## config.mk

```make
export PLATFORM = sky130hd
export DESIGN_NAME = btb_ctrl_flat
export DESIGN_NICKNAME = d
export VERILOG_FILES = /design/src/rtl/btb_pkg.sv /design/src/rtl/btb_ctrl_if.sv /design/src/rtl/btb_upd_fifo.sv /design/src/rtl/btb_ctrl.sv /design/src/flat_wrapper.sv
export SDC_FILE = /design/constraint.sdc
export NUM_CORES = 1
export LEC_CHECK = 0
export BUFFER_PORTS_ARGS = -buffer_cell sky130_fd_sc_hd__buf_4
export CORE_UTILIZATION = 55
export DETAILED_ROUTE_END_ITERATION = 8
export HOLD_SLACK_MARGIN = 0.15
export PLACE_DENSITY = 0.78
export SYNTH_ARGS = -nofsm -noshare
export SYNTH_HDL_FRONTEND = slang
export SYNTH_HIERARCHICAL = 1
export SYNTH_SLANG_ARGS = --single-unit
```

## constraint.sdc

```tcl
create_clock -name clk -period 6.9 [get_ports clk]
set_clock_uncertainty 0.2 [all_clocks]
set_input_delay 1.035 -clock clk [delete_from_list [all_inputs] [get_ports clk]]
set_output_delay 1.035 -clock clk [all_outputs]
set_load 0.03 [all_outputs]
```

## src/rtl/btb_pkg.sv

```systemverilog
// rtl/btb_pkg.sv - shared widths, entry layout and FSM encodings for the BTB write sequencer
// Purpose: constants, the queued-update record type and the entry-packing helper
//          used by btb_ctrl, btb_ctrl_if and btb_upd_fifo.
// Ports:   none (package).
package btb_pkg;

  localparam int PC_W    = 13;
  localparam int IDX_W   = 11;
  localparam int TAG_W   = 2;
  localparam int ENTRY_W = 16;

  // Entry layout: {valid, tag[1:0], target[12:0]}
  localparam int ENT_VALID_BIT = 15;
  localparam int ENT_TAG_LSB   = 13;
  localparam int ENT_TGT_LSB   = 0;

  localparam int UPD_W = IDX_W + ENTRY_W;

  localparam logic [1:0] ST_CLEAR = 2'd0;
  localparam logic [1:0] ST_DRAIN = 2'd1;
  localparam logic [1:0] ST_IDLE  = 2'd2;

  typedef struct packed {
    logic [IDX_W-1:0]   idx;
    logic [ENTRY_W-1:0] entry;
  } upd_t;

  function automatic logic [ENTRY_W-1:0] make_entry(input logic [PC_W-1:0] pc,
                                                    input logic [PC_W-1:0] tgt);
    return {1'b1, pc[PC_W-1 -: TAG_W], tgt};
  endfunction

endpackage

```

## src/rtl/btb_ctrl_if.sv

```systemverilog
// rtl/btb_ctrl_if.sv - pipeline/table-side signal bundle of the BTB write sequencer
// Purpose: groups update, flush, lookup-perf inputs and table write outputs.
// Ports (signals): upd_d_*/upd_e_* mispredict updates, flush_req, lookup_valid,
//          hit_predict in; busy, wen, w_addr, w_data, drop_cnt out.
//          With BTB_PERF_CNT_EN defined also perf_lookup, perf_hit, perf_upd out.
// Modports: master = pipeline side, slave = btb_ctrl.
interface btb_ctrl_if;
  import btb_pkg::*;

  logic               upd_d_valid;
  logic [PC_W-1:0]    upd_d_pc;
  logic [PC_W-1:0]    upd_d_target;
  logic               upd_e_valid;
  logic [PC_W-1:0]    upd_e_pc;
  logic [PC_W-1:0]    upd_e_target;
  logic               flush_req;
  logic               lookup_valid;
  logic               hit_predict;
  logic               busy;
  logic               wen;
  logic [IDX_W-1:0]   w_addr;
  logic [ENTRY_W-1:0] w_data;
  logic [7:0]         drop_cnt;
`ifdef BTB_PERF_CNT_EN
  logic [31:0]        perf_lookup;
  logic [31:0]        perf_hit;
  logic [31:0]        perf_upd;
`endif

  modport master (
    output upd_d_valid, upd_d_pc, upd_d_target,
    output upd_e_valid, upd_e_pc, upd_e_target,
    output flush_req, lookup_valid, hit_predict,
`ifdef BTB_PERF_CNT_EN
    input  perf_lookup, perf_hit, perf_upd,
`endif
    input  busy, wen, w_addr, w_data, drop_cnt
  );

  modport slave (
    input  upd_d_valid, upd_d_pc, upd_d_target,
    input  upd_e_valid, upd_e_pc, upd_e_target,
    input  flush_req, lookup_valid, hit_predict,
`ifdef BTB_PERF_CNT_EN
    output perf_lookup, perf_hit, perf_upd,
`endif
    output busy, wen, w_addr, w_data, drop_cnt
  );

endinterface

```

## src/rtl/btb_upd_fifo.sv

```systemverilog
// rtl/btb_upd_fifo.sv - small synchronous FIFO holding pending BTB updates
// Purpose: DEPTH-entry FIFO; push and pop may coincide, including when full.
// Ports: clk, rst (sync, active high), push, pop, wdata in;
//        rdata (head), full, empty, count out.
//        The caller must not push when full unless it pops in the same cycle.
module btb_upd_fifo
  import btb_pkg::*;
#(
  parameter int DEPTH = 2
) (
  input  logic                     clk,
  input  logic                     rst,
  input  logic                     push,
  input  logic                     pop,
  input  upd_t                     wdata,
  output upd_t                     rdata,
  output logic                     full,
  output logic                     empty,
  output logic [$clog2(DEPTH):0]   count
);
  localparam int AW = $clog2(DEPTH);
  localparam logic [AW:0] FULL_CNT = DEPTH[AW:0];

  upd_t          mem [DEPTH];
  logic [AW-1:0] wp;
  logic [AW-1:0] rp;
  logic [AW:0]   cnt;

  always_ff @(posedge clk) begin
    if (rst) begin
      wp  <= '0;
      rp  <= '0;
      cnt <= '0;
    end else begin
      if (push) wp <= wp + 1'b1;
      if (pop)  rp <= rp + 1'b1;
      case ({push, pop})
        2'b10:   cnt <= cnt + 1'b1;
        2'b01:   cnt <= cnt - 1'b1;
        default: cnt <= cnt;
      endcase
    end
  end

  // Storage needs no reset; only pointers and count define validity.
  always_ff @(posedge clk) begin
    if (push) mem[wp] <= wdata;
  end

  assign rdata = mem[rp];
  assign full  = (cnt == FULL_CNT);
  assign empty = (cnt == '0);
  assign count = cnt;

endmodule

```

## src/rtl/btb_ctrl.sv

```systemverilog
// rtl/btb_ctrl.sv - write-port sequencer for the 2048-entry direct-mapped BTB
// Purpose: sweeps the table to zero after reset and on flush_req, arbitrates
//          D/E mispredict updates (E wins), queues updates arriving during a
//          sweep and drains them afterwards; drives wen/w_addr/w_data and busy.
// Ports: clk, rst (sync, active high); bus (btb_ctrl_if.slave) carrying the
//        update/flush/lookup inputs and busy/wen/w_addr/w_data/drop_cnt outputs.
// Config: BTB_PERF_CNT_EN adds perf_lookup/perf_hit/perf_upd wrapping counters.
module btb_ctrl
  import btb_pkg::*;
#(
  parameter int UPD_DEPTH = 2
) (
  input  logic       clk,
  input  logic       rst,
  btb_ctrl_if.slave  bus
);
  localparam int CW = $clog2(UPD_DEPTH);
  localparam logic [IDX_W-1:0] IDX_LAST = '1;

  logic [1:0]       state, state_n;
  logic [IDX_W-1:0] idx, idx_n;
  logic [7:0]       drop_q;

  logic             sel_valid;
  upd_t             sel;
  upd_t             head;
  logic             q_full, q_empty;
  logic [CW:0]      q_count;
  logic             push_req, push_ok, pop, drop;

  logic             wen;
  logic [IDX_W-1:0] w_addr;
  logic [ENTRY_W-1:0] w_data;
  logic             busy;

  // E-stage mispredict is older in program order, so any D update is on the wrong path.
  assign sel_valid = bus.upd_e_valid | bus.upd_d_valid;
  assign sel.idx   = bus.upd_e_valid ? bus.upd_e_pc[IDX_W-1:0] : bus.upd_d_pc[IDX_W-1:0];
  assign sel.entry = bus.upd_e_valid ? make_entry(bus.upd_e_pc, bus.upd_e_target)
                                     : make_entry(bus.upd_d_pc, bus.upd_d_target);

  // Updates are queued whenever a direct write is not possible: during a sweep,
  // while draining (to keep FIFO order), or when a flush is about to start one.
  assign push_req = !rst && sel_valid &&
                    ((state != ST_IDLE) || bus.flush_req);
  // A flush in DRAIN holds the head so it is retired after the new sweep.
  assign pop      = !rst && (state == ST_DRAIN) && !bus.flush_req;
  assign push_ok  = push_req && (!q_full || pop);
  assign drop     = push_req && !push_ok;

  btb_upd_fifo #(.DEPTH(UPD_DEPTH)) u_fifo (
    .clk   (clk),
    .rst   (rst),
    .push  (push_ok),
    .pop   (pop),
    .wdata (sel),
    .rdata (head),
    .full  (q_full),
    .empty (q_empty),
    .count (q_count)
  );

  always_comb begin
    state_n = state;
    idx_n   = idx;
    wen     = 1'b0;
    w_addr  = '0;
    w_data  = '0;
    busy    = 1'b0;
    if (!rst) begin
      case (state)
        ST_CLEAR: begin
          busy   = 1'b1;
          wen    = 1'b1;
          w_addr = idx;
          idx_n  = idx + 1'b1;
          if (idx == IDX_LAST)
            state_n = (!q_empty || push_ok) ? ST_DRAIN : ST_IDLE;
        end
        ST_DRAIN: begin
          if (pop) begin
            wen    = 1'b1;
            w_addr = head.idx;
            w_data = head.entry;
            if ((q_count == 1) && !push_ok) state_n = ST_IDLE;
          end
        end
        ST_IDLE: begin
          if (!bus.flush_req && sel_valid) begin
            wen    = 1'b1;
            w_addr = sel.idx;
            w_data = sel.entry;
          end
        end
        default: state_n = ST_CLEAR;
      endcase
      if (bus.flush_req) begin
        state_n = ST_CLEAR;
        idx_n   = '0;
      end
    end
  end

  always_ff @(posedge clk) begin
    if (rst) begin
      state  <= ST_CLEAR;
      idx    <= '0;
      drop_q <= '0;
    end else begin
      state <= state_n;
      idx   <= idx_n;
      if (drop && (drop_q != 8'hFF)) drop_q <= drop_q + 8'd1;
    end
  end

  assign bus.busy     = busy;
  assign bus.wen      = wen;
  assign bus.w_addr   = w_addr;
  assign bus.w_data   = w_data;
  assign bus.drop_cnt = drop_q;

`ifdef BTB_PERF_CNT_EN
  logic [31:0] perf_lookup_q, perf_hit_q, perf_upd_q;

  always_ff @(posedge clk) begin
    if (rst) begin
      perf_lookup_q <= '0;
      perf_hit_q    <= '0;
      perf_upd_q    <= '0;
    end else begin
      if (bus.lookup_valid && !busy)                    perf_lookup_q <= perf_lookup_q + 32'd1;
      if (bus.lookup_valid && bus.hit_predict && !busy) perf_hit_q    <= perf_hit_q + 32'd1;
      if (wen && (state != ST_CLEAR))                   perf_upd_q    <= perf_upd_q + 32'd1;
    end
  end

  assign bus.perf_lookup = perf_lookup_q;
  assign bus.perf_hit    = perf_hit_q;
  assign bus.perf_upd    = perf_upd_q;
`endif

endmodule

```

## src/flat_wrapper.sv

```systemverilog
// flat-port wrapper written by rule: the top's interface ports become plain ports
module btb_ctrl_flat import btb_pkg::*;
#(
  parameter int UPD_DEPTH = 2
)
  (clk, rst, bus_upd_d_valid, bus_upd_d_pc, bus_upd_d_target, bus_upd_e_valid, bus_upd_e_pc, bus_upd_e_target, bus_flush_req, bus_lookup_valid, bus_hit_predict, bus_busy, bus_wen, bus_w_addr, bus_w_data, bus_drop_cnt);
  btb_ctrl_if bus_i ();
  input  logic clk;
  input  logic rst;
  input wire logic [$bits(bus_i.upd_d_valid)-1:0] bus_upd_d_valid;
  input wire logic [$bits(bus_i.upd_d_pc)-1:0] bus_upd_d_pc;
  input wire logic [$bits(bus_i.upd_d_target)-1:0] bus_upd_d_target;
  input wire logic [$bits(bus_i.upd_e_valid)-1:0] bus_upd_e_valid;
  input wire logic [$bits(bus_i.upd_e_pc)-1:0] bus_upd_e_pc;
  input wire logic [$bits(bus_i.upd_e_target)-1:0] bus_upd_e_target;
  input wire logic [$bits(bus_i.flush_req)-1:0] bus_flush_req;
  input wire logic [$bits(bus_i.lookup_valid)-1:0] bus_lookup_valid;
  input wire logic [$bits(bus_i.hit_predict)-1:0] bus_hit_predict;
  output wire logic [$bits(bus_i.busy)-1:0] bus_busy;
  output wire logic [$bits(bus_i.wen)-1:0] bus_wen;
  output wire logic [$bits(bus_i.w_addr)-1:0] bus_w_addr;
  output wire logic [$bits(bus_i.w_data)-1:0] bus_w_data;
  output wire logic [$bits(bus_i.drop_cnt)-1:0] bus_drop_cnt;
  assign bus_i.upd_d_valid = bus_upd_d_valid;
  assign bus_i.upd_d_pc = bus_upd_d_pc;
  assign bus_i.upd_d_target = bus_upd_d_target;
  assign bus_i.upd_e_valid = bus_upd_e_valid;
  assign bus_i.upd_e_pc = bus_upd_e_pc;
  assign bus_i.upd_e_target = bus_upd_e_target;
  assign bus_i.flush_req = bus_flush_req;
  assign bus_i.lookup_valid = bus_lookup_valid;
  assign bus_i.hit_predict = bus_hit_predict;
  assign bus_busy = bus_i.busy;
  assign bus_wen = bus_i.wen;
  assign bus_w_addr = bus_i.w_addr;
  assign bus_w_data = bus_i.w_data;
  assign bus_drop_cnt = bus_i.drop_cnt;
  btb_ctrl #(.UPD_DEPTH(UPD_DEPTH)) u_core (.clk(clk), .rst(rst), .bus(bus_i));
endmodule
```

Word-level counts from Yosys, hierarchy flattened
Memories as Yosys holds them, arrays and structs flattened. A register that Yosys moved wholly into a read port is not among the register bits.
Cells that the tools add are included.
Word-level totals
  word-level logic and storage cells: 75
  bits in registers: 25
  memory bits (writable): 52
  memories kept: 1
  input port bits: 59
  output and inout port bits: 37
Memory list
  u_core.u_fifo.mem: depth 2, bits a word 26, read ports 1, clocked after Yosys merged registers in 1, wr ports 1, line btb_upd_fifo.sv:24  | upd_t mem [DEPTH];
Operators by class
  $add $sub $neg: 6
  multiplexer cells: 26
  reductions and logical operators: 22
  equal/unequal tests: 12
  bitwise logic cells: 2
Operator list (number)
  2-to-1 mux 16 bit: 3
  2-to-1 mux 11 bit: 4
  one-hot mux 11 bit (3 select lines): 1
  one-hot mux 16 bit (2 select lines): 1
  2-to-1 mux 15 bit: 1
  adder 11 x 1 -> 11 bit (second input constant): 1
  == test 11 bit (second input constant): 1
  logical AND 1 bit: 9
  2-to-1 mux 1 bit: 9
  adder 8 x 1 -> 8 bit (second input constant): 1
  2-to-1 mux 2 bit: 4
  inequality test 8 bit (second input constant): 1
  == test 2 x 1 -> 1 bit (second input constant): 3
  == test 2 bit (second input constant): 3
  one-hot mux 2 bit (3 select lines): 1
  logical NOT 1 bit: 5
  logical NOT 2 bit: 2
  inequality test 2 x 1 -> 1 bit (second input constant): 2
  inequality test 2 bit (second input constant): 2
  one-hot mux 2 bit (2 select lines): 1
  AND reduction 4 bit: 1
  logical OR 1 bit: 3
  one-hot mux 1 bit (3 select lines): 1
  adder 1 bit (second input constant): 2
  other kinds (6): 6

Depth between registers and ports, before layout
  depth in word-level cells: 10
  gate-level depth with buffers: 10
  depth with buffers taken out: 9

Hierarchy
The synthesis kept the hierarchy.
By module, submodules not included
  btb_upd_fifo: cells each 106, times used 1, sequential area each 1721.7 um^2, area each 2148.3 um^2
  btb_ctrl: cells each 228, times used 1, sequential area each 420.4 um^2, area each 1835.5 um^2

Worst setup path after synthesis
OpenSTA, ideal clock, no wires.
  path type: in2out
  start: input rst
  end: output bus_wen
  required time: 5665 ps
  buffers on the path: 2
  slack: 2968 ps
  data arrival time: 2697 ps
  stages on the path: 6
  cell sequence: or3b_1 -> clkinv_2 -> clkbuf_1 -> buf_1 -> nor2_1 -> a21oi_1
On the way
  cells in the longest elaborated chain, start to end: 6
Ends and longest elaborated chain
  from (decl): line flat_wrapper.sv:9  | input logic rst;
  logical NOT 1 bit: line btb_ctrl.sv:47  | assign pop = !rst && (state == ST_DRAIN) && !bus.flush_req;
  logical AND 1 bit (2 in series): line btb_ctrl.sv:47
  via u_core.pop: line btb_ctrl.sv:29  | logic push_req, push_ok, pop, drop;
  2-to-1 mux 1 bit: line btb_ctrl.sv:81  | if (pop) begin
  one-hot mux 1 bit (3 select lines): line btb_ctrl.sv:71  | case (state)
  2-to-1 mux 1 bit: line btb_ctrl.sv:70  | if (!rst) begin
  to (decl): line flat_wrapper.sv:20  | output wire logic [$bits(bus_i.wen)-1:0] bus_wen;
The timed path passes the listed nets, and every way through them passes these cells.

Final worst setup path
  start: input bus_upd_e_valid
  end: output bus_w_addr[2]
On the way
  cells in the longest elaborated chain, start to end: 5
  elaborated cells on any way between the ends: 6
Ends and longest elaborated chain
  from (decl): line flat_wrapper.sv:13  | input wire logic [$bits(bus_i.upd_e_valid)-1:0] bus_upd_e_valid;
  OR 1 bit: line btb_ctrl.sv:37  | assign sel_valid = bus.upd_e_valid | bus.upd_d_valid;
  logical AND 1 bit: line btb_ctrl.sv:89  | if (!bus.flush_req && sel_valid) begin
  2-to-1 mux 11 bit (*): line btb_ctrl.sv:89
  one-hot mux 11 bit (3 select lines) (*): line btb_ctrl.sv:71
  2-to-1 mux 11 bit (*): line btb_ctrl.sv:70
  to (decl): line flat_wrapper.sv:21  | output wire logic [$bits(bus_i.w_addr)-1:0] bus_w_addr;
Every way passes the cells marked *; elsewhere a longest branch is shown, timed or not.

==> flow_metrics.py <==
metrics = {
    "setup_path": {
        "worstPathMaxFanout": 28,
        "crit_path_end_kind": "output pin",
        "wp_data_arrival_ps": 2890,
        "timing.setup.critical_path_class": "in -> out",
        "cp-start-kind": "input pin",
        "required_ps": 5660,
    },
    "sta": {
        "achievable-frequency_ghz": 0.2426,
        "timing.final.crit_share_pct": 59.74,
        "slew_headroom_pct": 22.32,
        "grt_setup_unrepaired": "no",
        "final-max-slew-violation-count": 0,
        "final.setup.tns_ps": 0,
        "period_needed_ps": 4122,
        "setup_viol": 0,
        "worst_slew_pin_slew_ps": 1165,
        "hold_slack_ps": 309.9,
        "timing.final.hold_violations": 0,
    },
    "cts": {
        "worst_setup_hold_path_clk_slew_ps": 80,
        "cts_setup_buffers": 0,
        "tritoncts_clock_tree": "done",
        "cts_hold_buf": 0,
        "ctsHtreeMaxLevel": 3,
        "numClockSinks": 80,
        "post_cts.resized_instances": 0,
        "insertion_delay_ps": 340,
        "cts-buffers-inserted": 9,
        "ctsLongestPathBuffers": 2,
        "cts_root_buffer": "sky130_fd_sc_hd__clkbuf_8",
    },
    "die": {
        "core-area_um2": 6907,
        "num_io_pins": 96,
        "die_x_um": 87.11,
        "die_height_um": 87.11,
        "std_cell_rows": 30,
        "floorplan.initialDensity_pct": 57.68,
        "die_area_um2": 7587,
    },
    "routing": {
        "detail_route.drc_violations": 0,
        "drt_iter0_markers": 226,
        "detailed_routing_iteration_count_for_the_pre_antenna_repair_pass": 5,
        "drt_wl_total_um": 8533,
        "route.detailed.wl_per_inst_um": 16.35,
        "vias": 2939,
        "viasPerCell": 5.630,
        "postRouteAntennaNets": 0,
    },
    "place": {
        "placed_cells": 506,
        "place_congestion": 0.7794,
        "hpwl_um": 5730,
        "port-buffer-count": 93,
    },
    "synth": {
        "synth_area_per_cell_um2": 11.93,
        "area_fraction_in_compound_gates_after_synthesis_pct": 10.68,
        "synthSimpleGateAreaFrac_pct": 11.09,
        "post_synth_instance_area_um2": 3984,
        "yosys_most_used_dff": "sky130_fd_sc_hd__edfxtp_1",
        "ys_ff_latch": 80,
        "synth_async_reset_ratio_pct": 0,
        "synthXorXnorAreaFrac_pct": 2.638,
        "netlist_instances": 334,
        "synth-warning-count": 6,
        "unique_cell_type_count_in_the_yosys_netlist": 47,
        "yosys.area_share.adder_pct": 2.198,
        "synth-edff-count": 54,
        "synth_sequential_area_ratio_pct": 53.77,
        "share_of_cell_area_taken_by_muxes_after_synthesis_pct": 15.73,
        "largest_family_of_logic_cells_by_synthesized_area": "multiplexers",
    },
    "global_routing": {
        "antenna_violations_before_repair": 0,
        "grt_max_degree": 32,
        "grt_overflow_total": 0,
        "grt_pass1_vias": 2870,
        "globalRouteTotalUtil_pct": 23.94,
        "grt_first_pass_wirelength_um": 13670,
    },
    "cells_and_area": {
        "finalNetCount": 487,
        "n_antenna_cell": 0,
        "flow.area_growth_from_synthesis_pct": 24.12,
        "fill_cells": 543,
        "layout.cells.most_common_list": "sky130_fd_sc_hd__buf_4, sky130_fd_sc_hd__edfxtp_1, sky130_fd_sc_hd__mux2_2",
        "drive_above_1_share_pct": 40.38,
        "finish.cell_count_without_fillers": 522,
        "final_common_cell": "sky130_fd_sc_hd__buf_4",
    },
    "power_and_ir_drop": {
        "share_clk_of_total_power_pct": 37.5,
        "max-vdd-ir-drop_uv": 135.1,
        "power_switching_mw": 0.2147,
        "intPower_mw": 0.8175,
        "powerDensity_nw_per_um2": 208.8,
        "seq_power_share_pct": 53.1,
        "power_leakage_nw": 1.831,
        "power.share.switching_pct": 20.80,
        "combinationalPowerShare_pct": 9.4,
    },
    "worst_hold_path": {
        "min_path_type": "reg -> reg",
    },
    "job": {
        "cap_violations": 0,
    },
    "status": {
        "run_status": "complete, no violations",
    },
}
[power groups by stage]
stage	registers, mW	logic (mW)	clock network, mW
final	0.548	0.0966	0.388
after global routing	0.550	0.106	0.420
after global placement	0.557	0.0932	0
after floorplan	0.557	0.0564	0
after detailed placement	0.559	0.0968	0
after CTS	0.548	0.0971	0.395
[critical path, cell delays in order]
cell and delay (ps):
sky130_fd_sc_hd__buf_4 340, sky130_fd_sc_hd__o21a_1 950, sky130_fd_sc_hd__a222oi_1 160, sky130_fd_sc_hd__nor2_1 210, sky130_fd_sc_hd__buf_4 190
[cell usage after synthesis (2+ instances only)]
cell                       instances  area [um2]
sky130_fd_sc_hd__buf_1             2       7.510
sky130_fd_sc_hd__buf_2             3       15.01
sky130_fd_sc_hd__nand2_1          11       41.29
sky130_fd_sc_hd__or2_2             3       18.77
sky130_fd_sc_hd__nor4_1            2       12.51
sky130_fd_sc_hd__nor3_1            2       10.01
sky130_fd_sc_hd__and3_1            2       12.51
sky130_fd_sc_hd__mux2_2           53       596.8
sky130_fd_sc_hd__or4_1             3       22.52
sky130_fd_sc_hd__o21ai_0           6       30.03
sky130_fd_sc_hd__nand4_1           4       25.02
sky130_fd_sc_hd__a222oi_1         11       110.1
sky130_fd_sc_hd__o31ai_1           2       15.01
sky130_fd_sc_hd__o41ai_1           3       26.28
sky130_fd_sc_hd__xor2_1            5       43.79
sky130_fd_sc_hd__mux2i_1           3       30.03
sky130_fd_sc_hd__a21oi_1           9       45.04
sky130_fd_sc_hd__clkbuf_1         11       41.29
sky130_fd_sc_hd__buf_6             2       22.52
sky130_fd_sc_hd__edfxtp_1         54        1622
sky130_fd_sc_hd__dfxtp_1          26       520.5
sky130_fd_sc_hd__nand3_1           6       30.03
sky130_fd_sc_hd__or3_1             4       25.02
sky130_fd_sc_hd__inv_1             8       30.03
sky130_fd_sc_hd__ha_1              7       87.58
sky130_fd_sc_hd__o311ai_1          4       35.03
sky130_fd_sc_hd__a22oi_1          15       112.6
sky130_fd_sc_hd__nor2_1           47       176.4
sky130_fd_sc_hd__or3b_1            2       17.52
sky130_fd_sc_hd__xnor2_1           7       61.31
[registers in the layout, summed over array words and instances, names as in the netlist, named ones only]
register	flops
u_core/u_fifo/mem	54
u_core/idx	11
u_core/bus.drop_cnt	8
u_core/state	2
u_core/u_fifo/count	2
u_core/u_fifo/rp	1
u_core/u_fifo/wp	1
[metal layers]
metal | track usage, % | up-vias | routed length [um]
li1 | - | 1441 | -
met5 | 0 | - | 0
met4 | 10.43 | 0 | 119
met2 | 39.51 | 94 | 4246
met1 | 31.31 | 1394 | 3696
met3 | 3.981 | 10 | 471
[per-stage QoR]
step | setup slack (ps) | cell area (um2) | utilization, % | power [mW]
after floorplan | 2968 | 3988 | - | 0.6135
after global placement | 2805 | 4715 | 68.26 | 0.6503
after detailed placement | 2772 | 4715 | 68.26 | 0.6558
after CTS | 2751 | 4945 | 71.59 | 1.040
after global routing | 2632 | 4945 | 71.59 | 1.076
final | 2778 | 4945 | 71.59 | 1.032
[layout make-up]
class | count | area [um2] | share of cell area (%)
well taps | 96 | 120.1 | 2.429
inverters | 9 | 35.03 | 0.7085
repair buffers | 96 | 720.7 | 14.57
multi-input cells | 225 | 1697 | 34.31
clock inverters | 4 | 73.82 | 1.493
flip-flops and latches | 80 | 2142 | 43.32
clock buffers | 12 | 156.4 | 3.163
[kinds of logic after synthesis]
family,after synthesis
AO/OA/AOI/OAI,56
flip-flops,80
other,1
AND/OR/NAND/NOR,92
adder cells (fa/ha/maj),7
multiplexers,56
buffers and inverters,30
XOR/XNOR,12
[worst paths after layout]
| path | from | to | slack [ps] | depth (start not counted) |
|---|---|---|---|---|
| min | u_core/bus.drop_cnt[7]$_SDFFE_PP0P_ | u_core/bus.drop_cnt[7]$_SDFFE_PP0P_ | 310 | 2 |
| max reg2reg | u_core/state[1]$_SDFFE_PP0P_ | u_core/bus.drop_cnt[3]$_SDFFE_PP0P_ | 3750 | 7 |
| max | bus_upd_e_valid | bus_w_addr[2] | 2780 | 5 |
| min reg2reg | u_core/bus.drop_cnt[7]$_SDFFE_PP0P_ | u_core/bus.drop_cnt[7]$_SDFFE_PP0P_ | 310 | 2 |
Power figures use the tool's default switching activity.
